[src/rtl/adder_arbiter.sv]
// Round-robin arbiter/sequencer sharing one DATA_W-bit adder datapath among NUM_REQ requesters.
// Define ADDER_ARB_TIMEOUT_EN to bound the EXE wait to TIMEOUT cycles (result 0, timeout_out pulse).
module adder_arbiter #(
  parameter int NUM_REQ = 4,
  parameter int DATA_W  = 16,
  parameter int TIMEOUT = 15
) (
  input  logic                        CLK,
  input  logic                        RST,
  input  logic [NUM_REQ-1:0]          req_in,
  input  logic [NUM_REQ*DATA_W-1:0]   a_in,
  input  logic [NUM_REQ*DATA_W-1:0]   b_in,
  output logic [NUM_REQ-1:0]          gnt_out,
  output logic [DATA_W-1:0]           result_out,
  output logic [NUM_REQ-1:0]          result_valid_out,
  output logic                        timeout_out,
  output logic                        busy_out,
  output logic [DATA_W-1:0]           add_a_out,
  output logic [DATA_W-1:0]           add_b_out,
  output logic                        add_en_out,
  input  logic [DATA_W-1:0]           c_in,
  input  logic                        c_valid_in,
  output logic [1:0]                  state_out
);

  localparam int PW = (NUM_REQ > 1) ? $clog2(NUM_REQ) : 1;

  typedef enum logic [1:0] {
    IDLE = 2'd0,
    EXE  = 2'd1,
    DONE = 2'd2
  } state_t;

  state_t              r_state;
  state_t              w_next;
  logic [PW-1:0]       r_ptr;
  logic [PW-1:0]       r_owner;
  logic [PW-1:0]       w_win;
  logic                w_any;
  logic                w_timeout;
  logic [NUM_REQ-1:0]  r_gnt;
  logic [NUM_REQ-1:0]  r_rv;
  logic                r_to;
  logic [DATA_W-1:0]   r_result;
  logic [DATA_W-1:0]   r_a;
  logic [DATA_W-1:0]   r_b;

  // Requester index base+off, wrapped into 0..NUM_REQ-1.
  function automatic logic [PW-1:0] wrap_idx(input logic [PW-1:0] base, input int off);
    int s;
    s = int'(base) + off;
    if (s >= NUM_REQ) s = s - NUM_REQ;
    return PW'(s);
  endfunction

  // Descending scan so the requester closest above the pointer wins.
  always_comb begin
    w_win = '0;
    w_any = 1'b0;
    for (int i = NUM_REQ - 1; i >= 0; i--) begin
      if (req_in[wrap_idx(r_ptr, i)]) begin
        w_win = wrap_idx(r_ptr, i);
        w_any = 1'b1;
      end
    end
  end

`ifdef ADDER_ARB_TIMEOUT_EN
  localparam int CW = $clog2(TIMEOUT + 1);
  logic [CW-1:0] r_cnt;

  // r_cnt holds the 1-based index of the current EXE cycle.
  always_ff @(posedge CLK or posedge RST) begin
    if (RST) begin
      r_cnt <= '0;
    end else if (r_state == IDLE) begin
      r_cnt <= CW'(1);
    end else if (r_state == EXE) begin
      r_cnt <= r_cnt + 1'b1;
    end
  end

  assign w_timeout = (r_state == EXE) && !c_valid_in && (r_cnt == CW'(TIMEOUT));
`else
  // TIMEOUT has no effect without the counter; a legal value never trips this.
  assign w_timeout = (TIMEOUT < 0);
`endif

  always_comb begin
    w_next = r_state;
    case (r_state)
      IDLE:    if (w_any) w_next = EXE;
      EXE:     if (c_valid_in || w_timeout) w_next = DONE;
      DONE:    w_next = IDLE;
      default: w_next = IDLE;
    endcase
  end

  always_ff @(posedge CLK or posedge RST) begin
    if (RST) begin
      r_state  <= IDLE;
      r_ptr    <= '0;
      r_owner  <= '0;
      r_gnt    <= '0;
      r_rv     <= '0;
      r_to     <= 1'b0;
      r_result <= '0;
      r_a      <= '0;
      r_b      <= '0;
    end else begin
      r_state <= w_next;
      r_gnt   <= '0;
      r_rv    <= '0;
      r_to    <= 1'b0;
      case (r_state)
        IDLE: begin
          if (w_any) begin
            r_a          <= a_in[int'(w_win)*DATA_W +: DATA_W];
            r_b          <= b_in[int'(w_win)*DATA_W +: DATA_W];
            r_owner      <= w_win;
            r_gnt[w_win] <= 1'b1;
            r_ptr        <= wrap_idx(w_win, 1);
          end
        end
        EXE: begin
          if (c_valid_in) begin
            r_result      <= c_in;
            r_rv[r_owner] <= 1'b1;
          end else if (w_timeout) begin
            r_result      <= '0;
            r_rv[r_owner] <= 1'b1;
            r_to          <= 1'b1;
          end
        end
        default: ;
      endcase
    end
  end

  assign gnt_out          = r_gnt;
  assign result_out       = r_result;
  assign result_valid_out = r_rv;
  assign timeout_out      = r_to;
  assign add_a_out        = r_a;
  assign add_b_out        = r_b;
  assign add_en_out       = (r_state == EXE);
  assign busy_out         = (r_state != IDLE);
  assign state_out        = r_state;

endmodule

[config.mk]
export PLATFORM = sky130hd
export DESIGN_NAME = adder_arbiter
export DESIGN_NICKNAME = d
export VERILOG_FILES = /design/src/rtl/adder_arbiter.sv
export SDC_FILE = /design/constraint.sdc
export NUM_CORES = 1
export LEC_CHECK = 0
export BUFFER_PORTS_ARGS = -buffer_cell sky130_fd_sc_hd__buf_2
export CAP_MARGIN = 20
export CORE_MARGIN = 2
export CORE_UTILIZATION = 43
export CTS_CLUSTER_SIZE = 25
export DETAILED_ROUTE_END_ITERATION = 8
export PLACE_DENSITY = 0.8
export SYNTH_ARGS = -nofsm -noshare
export SYNTH_HDL_FRONTEND = slang
export SYNTH_SLANG_ARGS = --single-unit
[constraint.sdc]
create_clock -name CLK -period 2.3 [get_ports CLK]
set_input_delay 0.345 -clock CLK [delete_from_list [all_inputs] [get_ports CLK]]
set_output_delay 0.345 -clock CLK [all_outputs]
set_load 0.01 [all_outputs]
==> results of run 1 <==
registers in the layout, summed over array words and instances (netlist names):
signal / cells
add_a_out: 16
add_b_out: 16
result_out: 16
gnt_out: 4
result_valid_out: 4
r_owner: 2
r_ptr: 2
state_out: 2
metrics by stage:
stage,power (mW),util [%],hold WS [ns]
floorplan,3.790,-,0.4523
global placement,4.747,59.57,0.3933
detailed placement,4.865,59.57,0.4047
CTS,5.775,61.93,0.04543
global route,6.128,61.93,0.07898
finish,5.731,61.93,0.03155
Yosys cell counts (2+ instances only):
cell type	instances	share of area, %
buf_6	3	0.99
a221o_1	32	9.4
inv_1	5	0.55
nand2_1	3	0.33
buf_4	2	0.44
a21o_1	2	0.44
clkbuf_1	18	2.0
dfrtp_1	62	45
nor3_1	3	0.44
nand3_1	32	4.7
mux2_4	26	11
mux2_2	21	6.9
a21oi_1	34	5.0
o21ai_0	34	5.0
buf_2	6	0.88
nor2b_1	3	0.55
nand2b_1	2	0.37
nor3b_1	2	0.44
nor2_1	4	0.44
path summary, 6_finish.rpt:
check,from,to,slack (ns)
max in group asynchronous,RST,result_out[1],1.69
min reg2reg,r_owner[0],result_valid_out[2],0.49
max reg2reg,r_ptr[1],add_b_out[6],0.24
min,RST,add_a_out[11],0.03
min in group CLK,c_valid_in,state_out[0],0.23
max,r_ptr[1],add_b_out[6],0.24
cell families (layout without fill, tap and decap cells):
family / Yosys count / after routing
compound gates: 108 / 108
xor+xnor: 1 / 1
buf+inv: 36 / 245
flops: 62 / 62
other cells: 1 / 1
simple gates: 54 / 54
mux: 49 / 49
critical path, stage by stage (launching register included):
cell and delay, ns:
dfrtp_1 0.48, mux2i_1 0.33, o22a_1 0.24, nand2_4 0.09
buf_12 0.17, mux2_4 0.31, a221o_1 0.33
area by class of cell:
| type | count | area [sq um] |
|---|---|---|
| clock buffers | 12 | 135.1 |
| clock inverters | 4 | 47.55 |
| fillers | 656 | 2942 |
| inverters | 6 | 22.52 |
| multi-input cells | 213 | 1703 |
| flip-flops and latches | 62 | 1551 |
| well taps | 102 | 127.6 |
| repair buffers | 223 | 1199 |
power groups by stage:
stage / Clock [mW] / Combinational [mW] / Sequential (mW)
after CTS: 0.921 / 2.97 / 1.89
after floorplan: 0 / 1.71 / 2.08
after global routing: 0.977 / 3.20 / 1.95
final: 0.906 / 2.94 / 1.88
after global placement: 0 / 2.87 / 1.88
after detailed placement: 0 / 2.97 / 1.89
routing by layer:
| metal | vias up | GRT usage [%] | share of wire (%) |
|---|---|---|---|
| met4 | 0 | 10.29 | 1.8 |
| met2 | 173 | 40.88 | 53 |
| met5 | - | 0 | 0 |
| li1 | 1580 | - | - |
| met1 | 1610 | 26.24 | 38 |
| met3 | 17 | 5.238 | 7.9 |
cells in the final DEF (no fill, tap or decap), drive strengths merged, types with 3 or more instances in the layout:
master,Yosys,final
mux2,48,48
o21ai,34,34
nand3,32,32
nor2,5,5
nor3,3,3
nand2,4,4
nor2b,3,3
clkbuf,18,12
buf,12,223
a221o,32,32
dfrtp,62,62
a21oi,34,34
inv,6,6
==> impl_results.md, run 1 <==
- Status: complete, no violations
- Largest net degree at the start of global routing: 42
- Minimum clock period: 2.065 ns
- Synth Cell Area: 3415 sq um
- Clock power share: 15.8%
- Final net count: 666
- Gate power share: 51.3%
- Max Fanout on Critical Path: 17
- TritonCTS clock tree: yes
- Rows: 32
- Yosys reg bits: 62
- Postcts setup bufs: 0
- Synth Instances: 311
- Syn Nets: 462
- Post-Place Cell Area: 4603 sq um
- Max_cap viols: 0
- IO Pins: 212
- Global router's overall resource usage: 22.97%
- Post-synth cell types: 36
- Xor/xnor share of the synthesized area: 0.2565%
- H-tree depth: 3
- DIE WIDTH: 93.11 um
- Vias per cell: 5.434
- Worst setup SP type: flop
- Final instance area: 4786 sq um
- Min-Delay Path Class: input pin to asynchronous set/reset pin
- RSZ-0062 raised after global routing: false
- Total CTS buffers: 9
- Ys Warns: 0
- DP Wirelength: 7194 um
- Adder-cell area share of the yosys netlist: 0%
- PnR worst setup slack: 0.2353 ns
- CTS Buffer Depth: 2
- R2R depth: 6
- WL final: 9835 um
- Die H: 93.11 um
- Setup_tns: 0 ns
- Max rail drop VDD: 518.3 uV
- EDFF count, synth: 0
- Starting Density: 44.19%
- Final antenna diode count: 0
- Power per Cell Area: 1197 nW/um^2
- Worst slew pin tran: 0.5491 ns
- I/O Buffers: 210
- Clock transition at the registers of the reported paths: 0.07 ns
- P&R area growth vs syn: 40.16%
- Dpl cells: 606
- Final period utilization: 89.77%
- Clk_lat worst skew: 0.34 ns
- Worst EP arrival: 2.29 ns
- Dominant synthesized flop cell: dfrtp_1
- DRT iter0 DRCs: 114
- Ys async rst share: 100.0%
- Post-CTS Hold Fix Bufs: 0
- Mux share of post-synthesis cell area: 18.98%
- Global route total overflow: 0
- Layout cell share with drive strength beyond 1: 56.15%
- ANT nets after route: 0
- Post-place setup slack: 0.2464 ns
- Leakage: 2.470 nW
- Sw Share: 38.06%
- Die area: 8669 sq um
- Psw: 2.181 mW
- Vias in the first global route: 3,412
- WL/cell: 15.81 um
- Compound-Gate Fraction of Synth Area: 21.84%
- Post-synthesis sequential area ratio: 45.44%
- Total via count in the routed design: 3,380
- CTS-repair resized insts: 0
- Final number of hold-violating endpoints: 0
- Sequential power share: 32.9%
- Req. time, crit path: 2.52 ns
- Final std cells w/o fill: 622
- DRC viols: 0
- Drt pass-1 iters: 7
- Synth Area per Inst: 10.98 sq um
- Simple-Gate Fraction of Synth Area: 8.318%
- Global-route wire length before repair: 15,450 um
- Core ar.: 7727 sq um
- Max-slew headroom: 63.35%
- Max Slew Vio Count: 0
- Skew final: 0.006145 ns
- Root buffer cell: clkbuf_8
- Main combinational cell family by area after synthesis: compound AO/OA/AOI/OAI gates
- GPL Wtd Cong: 0.8251
- Endpoints failing setup: 0
- Clock sink count: 62
- Crit path capture type: flop
- Peak Freq: 484.3 MHz
- Internal power: 3.550 mW
- Critical path class: flop to flop
- Initial antenna violation count: 0
Note: power is estimated with default switching activity, not from simulation.
==> run 2: changes to the inputs <==
- ABC_AREA: unset -> 1
- CORE_UTILIZATION: 43 -> 47
- PLACE_DENSITY: 0.8 -> 0.82
==> impl_results.md, run 2 <==
- Clock sink count: 62
- Max rail drop VDD: 1029 uV
- Clk_lat worst skew: 0.33 ns
- Ys async rst share: 100.0%
- Vias per cell: 4.715
- Skew final: 0.01020 ns
- Post-synthesis sequential area ratio: 36.55%
- Final std cells w/o fill: 952
- Fill cells: 849
- Max Fanout on Critical Path: 36
- CTS-repair resized insts: 0
- Most frequent cells in the layout: nand2_1, buf_2, nand3_1, inv_1, dfrtp_1
- PnR worst setup slack: 0.2475 ns
- Status: complete, no violations
- Rows: 34
- Synth Area per Inst: 6.613 sq um
- Syn Nets: 793
- Setup_tns: 0 ns
- R2R Path Start: r_ptr[0]
- Peak Freq: 487.2 MHz
- Max-slew headroom: 56.30%
- Post-CTS Hold Fix Bufs: 0
- Drt pass-1 iters: 5
- Yosys reg bits: 62
- Endpoints failing setup: 0
- Reg-to-Reg End: r_ptr[1]
- RSZ-0062 raised after global routing: false
- DRT iter0 DRCs: 127
- Die H: 99.04 um
- Critical path class: flop to flop
- Minimum clock period: 2.052 ns
- Worst setup SP type: flop
- Worst EP arrival: 2.25 ns
- ANT nets after route: 0
- Clock transition at the registers of the reported paths: 0.08 ns
- Most common library cells after synthesis: nand2_1, nand3_1, inv_1
- DIE WIDTH: 99.04 um
- Total CTS buffers: 9
- Req. time, crit path: 2.50 ns
- WL/cell: 12.03 um
- Min-Delay Path Class: input pin to asynchronous set/reset pin
- Crit path capture type: flop
- Final antenna diode count: 0
- Vias in the first global route: 4,104
- Largest net degree at the start of global routing: 44
- I/O Buffers: 210
- TritonCTS clock tree: yes
- Dpl cells: 936
- Ys Warns: 0
- GPL Wtd Cong: 0.8217
- Minimum hold slack: 0.09667 ns
- CTS Buffer Depth: 2
- Fin util: 63.17%
- Starting Density: 48.68%
- DP Wirelength: 8468 um
- IO Pins: 212
- Global route total overflow: 0
- EDFF count, synth: 0
- Post-Place Cell Area: 5324 sq um
- Area leader, netlist: dfrtp_1
- Flop2flop setup slack: 0.25 ns
- Initial antenna violation count: 0
- Top-area cell type share of the netlist area: 36.55%
- Root buffer cell: clkbuf_8
- Final instance area: 5509 sq um
- Final period utilization: 89.24%
- Max_cap viols: 0
- Total Power: 8.701 mW
- Worst slew pin tran: 0.6546 ns
- Dominant synthesized flop cell: dfrtp_1
- H-tree depth: 3
- Post-synth cell types: 27
- Final net count: 990
- Core ar.: 8721 sq um
- Postcts setup bufs: 0
- Power per Cell Area: 1579 nW/um^2
- WL final: 11,450 um
- Total via count in the routed design: 4,489
- Final number of hold-violating endpoints: 0
- Commonest non-fill, non-tap cell in the layout: nand2_1
- Synth Cell Area: 4245 sq um
- Post-place setup slack: 0.2792 ns
- DRC viols: 0
- Most frequent cell after synthesis: nand2_1
- R2R depth: 12
- Die area: 9809 sq um
- Leakage: 3.476 nW
- Synth Instances: 642
- P&R area growth vs syn: 29.77%
- Global-route wire length before repair: 18,640 um
- Global router's overall resource usage: 23.40%
- Area contributors post-synth: dfrtp_1, nand2_1, nand3_1
- Layout cell share with drive strength beyond 1: 34.83%
- Max Slew Vio Count: 0
run 2: changes by cell type in the layout (fill, tap and decap cells not counted), sizes merged, moves of 21 or more:
cell    previous run  this run
nand2              4       271
nand3             32       135
inv                6        94
mux2              48         0
a21oi             34         2
a221o             32         0
o21ai             34         3
clkinv             2        23
run 2: logic make-up (layout without fill, tap and decap cells):
logic type             after synthesis  after routing  synth area share (%)
and+or+nand+nor                    418            418                 45.42
buffers and inverters              153            355                 16.48
DFF                                 62             62                 36.55
AOI/OAI and AO/OA                    8              8                 1.474
other                                1              1               0.08833
run 2: worst max path at each step:
stage	from	end	slack, ns	cells after the start
3_3_place_gp	r_ptr[0]	add_a_out[12]	0.34	13
2_1_floorplan	RST	add_a_out[0]	0.41	1
6_report	r_ptr[0]	r_ptr[1]	0.25	12
4_1_cts	r_ptr[0]	r_ptr[1]	0.27	12
3_5_place_dp	r_ptr[0]	r_ptr[1]	0.28	12
5_1_grt	r_ptr[0]	r_ptr[1]	0.04	12
run 2: worst max-delay path, stage by stage, from the launching register on:
cell and delay, ns:
dfrtp_1 0.51, inv_4 0.10, nand2_1 0.07, nand2_1 0.06
nand2_1 0.10, nand2_1 0.07, inv_2 0.05, nand2_2 0.05
a21oi_4 0.19, buf_4 0.42, nor2_1 0.10, nand2_1 0.10
o211ai_1 0.10
run 2: where the power goes:
part           leakage, nW  switching (mW)  internal (mW)
clock               0.0807           0.454          0.423
combinational         2.62            3.85           2.07
sequential           0.773           0.279           1.63
run 2: final cells by class:
cell class	count	area [sq um]	share of cell area [%]
Clock inverter	6	47.55	0.8630
Sequential cell	62	1551	28.16
Clock buffer	10	137.6	2.498
Inverter	115	434.2	7.881
Tap cell	108	135.1	2.453
Multi-Input combinational cell	427	1997	36.25
Timing Repair Buffer	224	1206	21.89
run 2: layer usage:
layer | routed length, um | part of all wire, % | track usage [%]
met1 | 4810 | 42 | 30.05
met2 | 5469 | 48 | 39.66
met3 | 1022 | 8.9 | 5.461
met4 | 147 | 1.3 | 6.428
met5 | 0 | 0 | 0
==> run 3: changes to the inputs <==
- RECOVER_POWER: unset -> 25
==> impl_results.md, run 3 (synthesized netlist as in run 2, its figures left out) <==
- Status: complete, no violations
- Max rail drop VDD: 1029 uV
- Post-Place Cell Area: 5324 sq um
- Hold Crit Endpoint: state_out[0]
- Total via count in the routed design: 4,496
- Final number of hold-violating endpoints: 0
- RSZ-0062 raised after global routing: false
- Hold_sp: c_valid_in
- Max-slew headroom: 23.02%
- Rows: 34
- Worst EP arrival: 2.24 ns
- Footprint of the multi-input gates: 1997 sq um
- Max Slew Vio Count: 0
- CTS Buffer Depth: 2
- Final antenna diode count: 0
- Max Fanout on Critical Path: 36
- Global-route wire length before repair: 18,640 um
- Final instance area: 5502 sq um
- DRC viols: 0
- Req. time, crit path: 2.50 ns
- Clock transition at the registers of the reported paths: 0.08 ns
- Root buffer cell: clkbuf_8
- WL/cell: 11.98 um
- Reg-to-Reg End: r_ptr[1]
- Fill cells: 851
- IO Pins: 212
- DP Wirelength: 8468 um
- Final net count: 990
- Postcts setup bufs: 0
- P&R area growth vs syn: 29.59%
- Flop2flop setup slack: 0.26 ns
- GPL Wtd Cong: 0.8217
- Setup_tns: 0 ns
- Min-Delay Path Class: input pin to flop
- Minimum clock period: 2.041 ns
- Peak Freq: 490.0 MHz
- Final period utilization: 88.74%
- Vias in the first global route: 4,104
- Critical path class: flop to flop
- Die area: 9809 sq um
- Post-CTS Hold Fix Bufs: 0
- Largest net degree at the start of global routing: 44
- Met1 usage: 30.05%
- Post-place setup slack: 0.2792 ns
- I/O Buffers: 210
- CTS-repair resized insts: 0
- Skew final: 0.009019 ns
- H-tree depth: 3
- Power per Cell Area: 1581 nW/um^2
- Grt met3 use: 5.461%
- Clk_lat worst skew: 0.33 ns
- Register Area: 1551 sq um
- Die H: 99.04 um
- DRT iter0 DRCs: 131
- Worst setup SP type: flop
- Most frequent cells in the layout: nand2_1, buf_2, nand3_1, inv_1, dfrtp_1
- PnR worst setup slack: 0.2590 ns
- Commonest non-fill, non-tap cell in the layout: nand2_1
- Clock sink count: 62
- R2R Path Start: r_ptr[0]
- GRT busiest layer: met2
- Worst slew pin tran: 1.153 ns
- Met2 usage: 39.66%
- Core ar.: 8721 sq um
- WL final: 11,400 um
- Depth of the worst hold-timing path: 2
- Total CTS buffers: 9
- Starting Density: 48.68%
- Drt pass-1 iters: 4
- TritonCTS clock tree: yes
- DIE WIDTH: 99.04 um
- Max_cap viols: 0
- Endpoints failing setup: 0
- Global route total overflow: 0
- Global router's overall resource usage: 23.40%
- Initial antenna violation count: 0
- Layout cell share with drive strength beyond 1: 34.48%
- ANT nets after route: 0
- R2R depth: 12
- Vias per cell: 4.723
- Crit path capture type: flop
- Leakage: 3.470 nW
run 3: critical path, stage by stage (launching register included):
cell and delay [ns]:
dfrtp_1 0.51, inv_4 0.10, nand2_1 0.07, nand2_1 0.06, nand2_1 0.10, nand2_1 0.07
inv_2 0.05, nand2_2 0.05, a21oi_4 0.19, buf_4 0.41, nor2_1 0.10, nand2_1 0.10
o211ai_1 0.10
run 3: power by group:
group	switching, mW	internal (mW)
registers	0.280	1.63
clock network	0.453	0.423
logic	3.85	2.07
run 3: how the worst max path moves through the flow:
stage	startpoint	to	slack, ns
after floorplan	RST	add_a_out[0]	0.41
after global placement	r_ptr[0]	add_a_out[12]	0.34
after detailed placement	r_ptr[0]	r_ptr[1]	0.28
after CTS	r_ptr[0]	r_ptr[1]	0.27
after global routing	r_ptr[0]	r_ptr[1]	0.04
final	r_ptr[0]	r_ptr[1]	0.26
run 3: area by class of cell:
cell class / count / area share, %
flip-flops and latches: 62 / 28.20
well taps: 108 / 2.456
repair buffers: 224 / 21.79
multi-input cells: 427 / 36.30
inverters: 115 / 7.892
clock inverters: 6 / 0.8642
clock buffers: 10 / 2.502
run 3: routing by layer:
layer / vias to the layer above / wire length [um]
met2: 176 / 5388
met3: 12 / 1009
met4: 0 / 155
met5: - / 0
met1: 1979 / 4850
li1: 2329 / -
run 3: per-stage QoR:
stage	instances	total power [mW]	hold slack [ns]	util, %
floorplan	642	6.492	0.4313	-
global route	952	9.657	0.1931	63.08
detailed placement	936	7.886	0.4625	61.05
finish	952	8.697	0.2026	63.08
CTS	952	8.785	0.1046	63.17
global placement	936	7.790	0.4620	61.05
